## src/rtl/data_mem_lsu.sv

```systemverilog
// data_mem_lsu: load/store initiator between the core memory stage and data_mem.
// Memory accesses are word aligned; byte/half stores use a read-modify-write pass.
module data_mem_lsu #(
    parameter int ADDR_WIDTH = 32,
    parameter int DATA_WIDTH = 32
) (
    input  logic                  clk,
    input  logic                  rst_n,
    input  logic                  req_valid,
    output logic                  req_ready,
    input  logic                  req_wr,
    input  logic [1:0]            req_size,
    input  logic                  req_unsigned,
    input  logic [ADDR_WIDTH-1:0] req_addr,
    input  logic [DATA_WIDTH-1:0] req_wdata,
    output logic                  resp_valid,
    output logic [DATA_WIDTH-1:0] resp_rdata,
    output logic                  resp_err,
    output logic                  mem_wr_sel,
    output logic [ADDR_WIDTH-1:0] mem_addr,
    output logic [DATA_WIDTH-1:0] mem_wr_data,
    input  logic [DATA_WIDTH-1:0] mem_rd_data
);

    localparam logic [DATA_WIDTH-1:0] BYTE_MASK = {{(DATA_WIDTH-8){1'b0}}, 8'hFF};
    localparam logic [DATA_WIDTH-1:0] HALF_MASK = {{(DATA_WIDTH-16){1'b0}}, 16'hFFFF};

    typedef enum logic [2:0] {
        S_IDLE,
        S_LOAD,
        S_RMW_RD,
        S_STORE,
        S_RESP
    } state_t;

    state_t                  r_state;
    state_t                  w_next;
    logic [1:0]              r_size;
    logic [1:0]              r_off;
    logic                    r_unsigned;
    logic                    r_err;
    logic [DATA_WIDTH-1:0]   r_wdata;
    logic [DATA_WIDTH-1:0]   r_rdata;
    logic [ADDR_WIDTH-1:0]   r_addr;

    logic                    w_accept;
    logic                    w_req_err;
    logic [4:0]              w_shamt;
    logic [DATA_WIDTH-1:0]   w_rd_shift;
    logic [DATA_WIDTH-1:0]   w_load_ext;
    logic [DATA_WIDTH-1:0]   w_lane_mask;
    logic [DATA_WIDTH-1:0]   w_merged;

    assign req_ready   = (r_state == S_IDLE);
    assign resp_valid  = (r_state == S_RESP);
    assign resp_err    = resp_valid && r_err;
    assign resp_rdata  = r_rdata;
    assign mem_wr_sel  = (r_state == S_STORE);
    assign mem_wr_data = mem_wr_sel ? r_wdata : '0;
    assign mem_addr    = r_addr;

    assign w_accept  = req_valid && req_ready;
    assign w_req_err = (req_size == 2'b11)
                    || ((req_size == 2'b01) && req_addr[0])
                    || ((req_size == 2'b10) && (req_addr[1:0] != 2'b00));

    always_ff @(posedge clk or negedge rst_n) begin
        if (!rst_n) begin
            r_state <= S_IDLE;
        end else begin
            r_state <= w_next;
        end
    end

    always_comb begin
        w_next = r_state;
        case (r_state)
            S_IDLE: begin
                if (w_accept) begin
                    if (w_req_err)               w_next = S_RESP;
                    else if (!req_wr)            w_next = S_LOAD;
                    else if (req_size == 2'b10)  w_next = S_STORE;
                    else                         w_next = S_RMW_RD;
                end
            end
            S_LOAD:   w_next = S_RESP;
            S_RMW_RD: w_next = S_STORE;
            S_STORE:  w_next = S_RESP;
            S_RESP:   w_next = S_IDLE;
            default:  w_next = S_IDLE;
        endcase
    end

    // Lane k lives at bits [8k+7:8k]; shifting by offset*8 brings it to lane 0.
    assign w_shamt    = {r_off, 3'b000};
    assign w_rd_shift = mem_rd_data >> w_shamt;

    always_comb begin
        w_load_ext = w_rd_shift;
        case (r_size)
            2'b00:   w_load_ext = {{(DATA_WIDTH-8){~r_unsigned & w_rd_shift[7]}}, w_rd_shift[7:0]};
            2'b01:   w_load_ext = {{(DATA_WIDTH-16){~r_unsigned & w_rd_shift[15]}}, w_rd_shift[15:0]};
            default: w_load_ext = w_rd_shift;
        endcase
    end

    assign w_lane_mask = ((r_size == 2'b00) ? BYTE_MASK : HALF_MASK) << w_shamt;
    assign w_merged    = (mem_rd_data & ~w_lane_mask) | ((r_wdata << w_shamt) & w_lane_mask);

    always_ff @(posedge clk or negedge rst_n) begin
        if (!rst_n) begin
            r_size     <= '0;
            r_off      <= '0;
            r_unsigned <= 1'b0;
            r_err      <= 1'b0;
            r_wdata    <= '0;
            r_rdata    <= '0;
            r_addr     <= '0;
        end else begin
            case (r_state)
                S_IDLE: begin
                    if (w_accept) begin
                        r_size     <= req_size;
                        r_off      <= req_addr[1:0];
                        r_unsigned <= req_unsigned;
                        r_err      <= w_req_err;
                        r_wdata    <= req_wdata;
                        r_rdata    <= '0;
                        // Errors never touch memory, so mem_addr keeps the last real access.
                        if (!w_req_err) begin
                            r_addr <= {req_addr[ADDR_WIDTH-1:2], 2'b00};
                        end
                    end
                end
                S_LOAD:   r_rdata <= w_load_ext;
                S_RMW_RD: r_wdata <= w_merged;
                default: ;
            endcase
        end
    end

endmodule

```

## config.mk

```make
export PLATFORM = sky130hd
export DESIGN_NAME = data_mem_lsu
export DESIGN_NICKNAME = d
export VERILOG_FILES = /design/src/rtl/data_mem_lsu.sv
export SDC_FILE = /design/constraint.sdc
export NUM_CORES = 1
export LEC_CHECK = 0
export BUFFER_PORTS_ARGS = -buffer_cell sky130_fd_sc_hd__clkbuf_2
export CAP_MARGIN = 20
export CORE_ASPECT_RATIO = 1.2
export CORE_UTILIZATION = 25
export DETAILED_ROUTE_END_ITERATION = 8
export PLACE_DENSITY = 0.42
export SYNTH_ARGS = -nofsm -noshare
export SYNTH_HDL_FRONTEND = slang
export SYNTH_SLANG_ARGS = --single-unit
```

## constraint.sdc

```tcl
create_clock -name clk -period 4 [get_ports clk]
set_input_delay 0.4 -clock clk [delete_from_list [all_inputs] [get_ports clk]]
set_output_delay 0.4 -clock clk [all_outputs]
set_load 0.01 [all_outputs]
```

# After elaboration in Yosys (flattened, before gate mapping)
# Cells that the tools add are included.
[totals]
reg_bits = 103
output_inout_bits = 100
[classes]
n_eq_ne = 9
shift = 3
n_mux = 12
bitwise = 8
reduce_logical = 16
[op_table]
columns = ["cell", "count"]
rows = [
  ["one-hot mux 32 bit (2 select lines)", 3],
  ["2-to-1 mux 32 bit", 3],
  ["AND 32 bit", 2],
  ["NOT 32 bit", 1],
  ["OR 32 bit", 1],
  ["left shift 16 x 5 -> 32 bit", 1],
  ["left shift 32 x 5 -> 32 bit", 1],
  [">> shifter 32 x 5 -> 32 bit", 1],
  ["2-to-1 mux 16 bit", 1],
  ["one-hot mux 3 bit (3 select lines)", 1],
  ["equality test 3 x 2 -> 1 bit (second input constant)", 2],
  ["2-to-1 mux 3 bit", 2],
  ["AND reduction 2 bit", 3],
  ["nonzero test 2 bit", 3],
  ["equality test 2 x 1 -> 1 bit (second input constant)", 2],
  ["equality test 2 bit (second input constant)", 2],
  ["logical AND 1 bit", 4],
  ["equality test 3 x 1 -> 1 bit (second input constant)", 1],
  ["equality test 3 bit (second input constant)", 1],
  ["zero test 3 bit", 1],
  ["AND reduction 3 bit", 1],
  ["AND 1 bit", 2],
  ["zero test 2 bit", 1],
  ["logical OR 1 bit", 2],
  ["5 further kinds", 6],
]

# Logic depth before layout (Yosys ltp)
# Gate-level depths: netlist of run 1.
[depth]
word_depth = 7
ltp_mapped = 7
ltp_nobuf = 4

# Least setup slack after synthesis of run 1
# Ideal clock, no wire load.
[synth_path]
path_kind = "reg2reg"
start = "reg r_state[1]"
end = "reg r_rdata[28] (netlist: resp_rdata[28])"
setup_ps = 127
t_arrival_ps = 1836
path_slack_ps = 2037
stages_incl_launch_ff = 7
path_buffers = 2
path_cell_list = "dfrtp_1 > buf_2 > nor3_1 > and2_0 > nor2_1 > clkbuf_1 > a221o_2"
[synth_via]
elab_chain_cells = 4
word_cells_on_any_way = 7
cone_classes = "eq/ne (2); mux (1); reduce/logical (4)"
[synth_lines]
columns = ["item", "line_no", "source"]
rows = [
  ["from (decl)", "36", "state_t r_state;"],
  ["from (signal assigned)", "71", "r_state <= w_next;"],
  ["zero test 3 bit (*)", "54", "assign req_ready = (r_state == S_IDLE);"],
  ["via req_ready", "10", "output logic req_ready,"],
  ["logical AND 1 bit", "62", "assign w_accept = req_valid && req_ready;"],
  ["!= test 2 x 1 -> 1 bit (no source line)", "n/a", ""],
  ["AND reduction 2 bit (no source line)", "n/a", ""],
  ["to (signal assigned)", "135", "S_LOAD: r_rdata <= w_load_ext;"],
  ["to (decl)", "43", "logic [DATA_WIDTH-1:0] r_rdata;"],
]
# The timed path passes the listed nets; every way through them passes the cells marked *.
# A chain may end at the register's enable or synchronous reset.

# Worst setup path after layout of run 1
[layout_path]
start = "reg r_state[1]"
end = "reg r_rdata[31] (netlist: resp_rdata[31])"
[layout_via]
elab_chain_cells = 4
word_cells_on_any_way = 7
cone_classes = "eq/ne (2); mux (1); reduce/logical (4)"
[layout_lines]
columns = ["item", "line_no"]
rows = [
  ["zero test 3 bit", "54, 120"],
  ["logical AND 1 bit", "62"],
  ["!= test 2 x 1 -> 1 bit (no source line)", "n/a"],
  ["AND reduction 2 bit (no source line)", "n/a"],
]
# Parallel ways exist; a longest one is shown, timed or not.

==> results of run 1 <==
-- per-stage QoR --
step	area, sq um	setup slack, ns
global route	6919	1.271
detailed placement	6609	1.450
finish	6919	1.404
CTS	6919	1.413
global placement	6596	1.442
floorplan	5368	2.037
-- worst register-to-register path: cells and delay by family, from the launching register on --
kind	cells	cell delay (ns)
simple gates	3	1.58
flops	1	0.49
buf+inv	1	0.20
compound gates	1	0.28
-- layout by cell type (no fill, tap or decap), types with 2 or more instances in the layout --
cell	n
a211oi_1	8
a21oi_1	16
a221o_1	6
a221o_2	10
a22oi_1	8
a31oi_1	2
and2_1	33
buf_4	15
clkbuf_16	9
clkbuf_2	199
clkinv_4	2
conb_1	2
dfrtp_1	102
inv_1	2
inv_6	3
mux2_2	38
mux2i_1	26
nand2_1	25
nand2b_1	9
nand3_1	16
nand3b_1	7
nor2_1	35
nor2b_1	9
nor3_1	5
nor3b_2	2
o21ai_0	42
o221a_2	8
o22a_1	8
o22ai_1	8
o311a_1	8
o31ai_1	10
or2_2	2
or3b_1	2
-- path summary, 6_finish.rpt --
kind,from,to,cells past startpoint
min in group clk,req_unsigned,r_unsigned,3
hold reg to reg,r_err,r_err,2
setup reg to reg,r_state[1],resp_rdata[31],5
max in group asynchronous,rst_n,resp_rdata[7],2
hold / removal,rst_n,mem_addr[19],1
setup / recovery,r_state[1],resp_rdata[31],5
-- kinds of logic (layout without fill, tap and decap cells) --
logic type      count (synthesis)  count (layout)  share of synthesized area
compound gates                137             137                     0.1829
buf+inv                        48             233                    0.04175
flops                         103             103                     0.4805
mux                            66              66                     0.1374
other cells                     1               2                  0.0006991
simple gates                  153             153                     0.1568
-- report_power, final --
part / internal, mW / leakage, nW / switching [mW]
sequential: 1.55 / 1.27 / 0.399
clock: 0.500 / 0.153 / 0.438
combinational: 1.16 / 1.84 / 1.40
total: 3.20 / 3.26 / 2.23
-- layer usage --
layer,up-vias,GRT usage
met3,10,0.03641
li1,2218,-
met1,2272,0.2341
met4,0,0.03728
met2,182,0.2744
met5,-,0
-- cell type report --
class / count / area, sq um
Sequential cell: 103 / 2579
Inverter: 2 / 7.507
Fill cell: 2210 / 14050
Multi-Input combinational cell: 358 / 2571
Clock buffer: 9 / 225.2
Tap cell: 270 / 337.8
Clock inverter: 7 / 85.08
Timing Repair Buffer: 215 / 1114
==> impl_metrics.yaml, run 1 <==
status:
  outcome: "finished clean"
critical_path:
  rrSetupSlack_ns: 1.40
  slowest_delay_ns: 0.67
  cp_top_family: "simple AND/OR/NAND/NOR gates"
  arrival_ns: 2.89
  cp.required_ns: 4.30
  worstPathCellList: "or3b_1, nor3b_4, buf_4, nor2b_1, a221o_2"
  crit_slowest_cell: "nor2b_1"
  crit_type: "reg -> reg"
  cp_max_fo: 12
  crit_path_start_kind: "flop"
  path_buf_inv: 1
  end_kind: "flop"
clock_tree:
  cts.sinks: 103
  cts.clk_slew.worst_paths_ns: 0.08
  cts_max_path_buffers: 2
  cts_resized: 0
  root_buffer: "clkbuf_16"
  cts_inserted_buffers: 9
  worstSkewPairLatency_ns: 0.36
  cts_tree: "done"
  hold_buffers: 0
  post_cts_buffers: 0
  cts-htree-levels: 3
grt:
  grt_pass1_wl_um: 28510
  grt_use_total: 0.1710
  grt_overflow_total: 0
  grt_pass1_vias: 4792
  grt_max_degree: 47
  antenna_found_initial: 0
timing:
  fmax_mhz: 385.2
  period_needed_ns: 2.596
  final.setup_skew_ns: 0.01500
  slew_headroom: 0.3840
  rsz0062_at_grt: "false"
  maxSlewViolCount: 0
  timing.final.crit_share: 0.6491
  hold_viol: 0
  holdWs_ns: 0.06112
  finalSetupTns_ns: 0
  setup_viol: 0
  worstMarginPinSlew_ns: 0.9171
drt:
  dr_wl_met3_um: 1125
  wl_met1_um: 8569
  avgRoutedWirePerCell_um: 19.18
  drc: 0
  first_pass_iters: 5
  vias: 4682
  routed_wl_um: 18490
  ant_nets: 0
  viasPerCell: 4.857
  top_layer_used: "met4"
  wl_met2_um: 8621
  drt_iter0_drc: 183
synthesis:
  yosys.cell_types.count: 46
  synth_most_common_cell: "dfrtp_1"
  synth.area.top_cells: "dfrtp_1 (48%), mux2_2 (8.0%), mux2i_1 (4.9%)"
  avgSynthCellArea_sq_um: 10.56
  synthArstFlopShare: 1.000
  yosys_warnings: 0
  synth-seq-cells: 103
  synth_ff_type: "dfrtp_1"
  synth.largest_area_cell: "dfrtp_1"
  synth_commonest_cells: "dfrtp_1 (103), o21ai_0 (42), mux2_2 (38)"
  netlist_area_sq_mm: 0.005364
  synth_cells: 508
  synth-edff-count: 0
  synth_top_area_frac: 0.4805
  synth-seq-area-share: 0.4805
finish:
  n_antenna_cell: 0
  fin_util: 0.3299
  layout.cells.non_filler: 964
  area_delta_synth_final_pct: 28.99
  layout.nets: 792
  drive_gt1_frac: 0.4280
job:
  cap_violations: 0
floorplanning:
  die_h_um: 162.5
  rows: 58
  die_x_um: 135.7
  coreArea_sq_mm: 0.02097
  initial_core_util: 0.2558
  io_pins: 203
  dieArea_sq_mm: 0.02205
placed_design:
  dp.cells: 948
  gp_congestion: 0.7810
  numPortBuffers: 200
  hpwl_um: 14210
power_and_ir_drop:
  leakage_nw: 3.264
  vdd.ir_drop.worst_v: 0.0002851
  finalPower_mw: 5.437
  powerDensity_mw_per_mm2: 785.8
min_path:
  hold_class: "in -> async"
Note: power is estimated with default switching activity, not from simulation.
==> run 2, diff against run 1 <==
==> constraint.sdc (replaced) <==
create_clock -name clk -period 2.4 [get_ports clk]
set_input_delay 0.24 -clock clk [delete_from_list [all_inputs] [get_ports clk]]
set_output_delay 0.24 -clock clk [all_outputs]
set_load 0.01 [all_outputs]
==> run 2 against run 1 <==
Net effect: global-route usage grew 0.10 points; flip-flop and latch count is the same; routed wire length is 0.48% higher; critical path depth unchanged; via count decreased by 1.9%; worst setup slack worse by 1.0 ns; clock-buffer cell count unchanged; design area rose by 1.3%; core utilization is 0.43 points higher; combinational power increased by 74%; critical endpoint is now mem_wr_data[25]; largest cell class unchanged.
==> impl_metrics.yaml, run 2 (synthesized netlist as in run 1, its figures left out) <==
min_path:
  hold_path_depth: 3
  hold_class: "in -> reg"
  hold_end: "r_unsigned"
  min_from: "req_unsigned"
finish:
  drive_gt1_frac: 0.4355
  design_area_sq_mm: 0.007009
  layout_common_cells: "clkbuf_2 (199), dfrtp_1 (102), o21ai_0 (42)"
  multi_input_area_sq_mm: 0.002571
  fillers: 2198
  layout_commonest_cell: "clkbuf_2"
  area_delta_synth_final_pct: 30.67
  fin_util: 0.3342
  ff_latch_area_sq_mm: 0.002579
  layout.nets: 803
grt:
  antenna_found_initial: 1
  grt_max_degree: 44
  grt_use_total: 0.1720
  grt_pass1_wl_um: 28510
  grt_overflow_total: 0
  grt_pass1_vias: 4734
floorplanning:
  die_h_um: 162.5
  io_pins: 203
  dieArea_sq_mm: 0.02205
  coreArea_sq_mm: 0.02097
  die_x_um: 135.7
  initial_core_util: 0.2558
  rows: 58
timing:
  finalSetupTns_ns: 0
  final.setup_skew_ns: 0.01373
  slew_headroom: 0.6022
  period_needed_ns: 2.015
  worstMarginPinSlew_ns: 0.5917
  rsz0062_at_grt: "false"
  setup_viol: 0
  fmax_mhz: 496.2
  maxSlewViolCount: 0
  hold_viol: 0
  timing.final.crit_share: 0.8397
critical_path:
  cp_top_family: "buffers and inverters"
  path_buf_inv: 3
  arrival_ns: 1.78
  worstPathCellList: "inv_1, nor3b_2, buf_4, and2_1, clkbuf_2"
  r2r_cells: 5
  r2r_start: "r_off[0]"
  crit_slowest_cell: "dfrtp_1"
  rr_endpoint: "resp_rdata[18]"
  cp.required_ns: 2.16
  crit_path_start_kind: "flop"
  crit_type: "reg -> out"
  slowest_delay_ns: 0.48
  end_kind: "primary output"
  rrSetupSlack_ns: 0.40
  cp_max_fo: 33
placed_design:
  gp_congestion: 0.7824
  dpl_cell_area_sq_mm: 0.006704
  hpwl_um: 14700
  numPortBuffers: 200
power_and_ir_drop:
  powerDensity_mw_per_mm2: 1306
  vdd.ir_drop.worst_v: 0.0004209
  leakage_nw: 3.316
clock_tree:
  cts_max_path_buffers: 2
  cts_tree: "done"
  root_buffer: "clkbuf_16"
  cts-htree-levels: 3
  worstSkewPairLatency_ns: 0.36
  cts.sinks: 103
  cts.clk_slew.worst_paths_ns: 0.08
  cts_inserted_buffers: 9
drt:
  ant_nets: 0
  first_pass_iters: 5
  vias: 4594
  viasPerCell: 4.707
  avgRoutedWirePerCell_um: 19.04
  drc: 0
  drt_iter0_drc: 165
  routed_wl_um: 18580
status:
  outcome: "finished clean"
job:
  cap_violations: 0
==> run 2: changes by cell type in the layout (fill, tap and decap cells not counted) <==
cell / before / now
buf_4: 15 / 24
inv_6: 3 / 4
bufinv_16: 1 / 0
buf_2: 1 / 0
dlygate4sd3_1: 0 / 1
diode_2: 0 / 1
clkinv_4: 2 / 1
buf_12: 0 / 2
clkinv_2: 0 / 1
==> run 2: final cells by class <==
class                   count  area share
diodes                      1   0.0003570
clock buffers               9     0.03213
flip-flops and latches    103      0.3679
multi-input cells         358      0.3668
well taps                 270     0.04820
inverters                   2    0.001071
clock inverters             7    0.008568
repair buffers            226      0.1749
==> run 2: layer usage <==
layer,global-route usage,vias to the layer above,part of all wire
met2,0.2746,162,0.46
met1,0.2371,2175,0.47
li1,-,2244,-
met4,0.04954,0,0.0095
met5,0,-,0
met3,0.02863,13,0.058
==> run 2: repair_timing <==
action | 4_1_cts | 5_1_grt
setup buffers | 0 | 0
gates resized for setup | 0 | 0
hold buffers | 1 | 0
hold endpoints to repair | 16 | 0
==> run 2: worst min-delay path, cell delays in order <==
cell	delay (ns)
clkbuf_2	0.08
nand2_1	0.04
nand2_1	0.04
==> run 2: worst max-delay path by stage <==
stage / start / endpoint / slack [ns] / cells after the start
finish: r_state[0] / mem_wr_data[25] / 0.38 / 5
global route: r_state[0] / mem_wr_data[25] / 0.21 / 5
CTS: r_state[2] / resp_rdata[30] / 0.27 / 4
detailed placement: r_state[2] / resp_rdata[30] / 0.27 / 4
global placement: r_state[1] / resp_rdata[28] / 0.38 / 4
floorplan: r_state[1] / resp_rdata[28] / 0.44 / 6
==> run 2: through the flow <==
step | setup WS, ns | cells | power (mW) | hold WS, ns
CTS | 0.2713 | 974 | 9.265 | 0.05958
global route | 0.2106 | 975 | 9.854 | 0.09091
global placement | 0.3825 | 957 | 7.669 | 0.1475
detailed placement | 0.2654 | 957 | 7.746 | 0.1563
finish | 0.3847 | 976 | 9.151 | 0.07099
floorplan | 0.4374 | 509 | 6.051 | -0.05559
==> run 2: report_power, final <==
part	switching, mW	total (mW)	internal [mW]
clock network	0.747	1.48	0.729
logic	2.40	4.43	2.04
registers	0.665	3.24	2.58
total	3.81	9.15	5.34
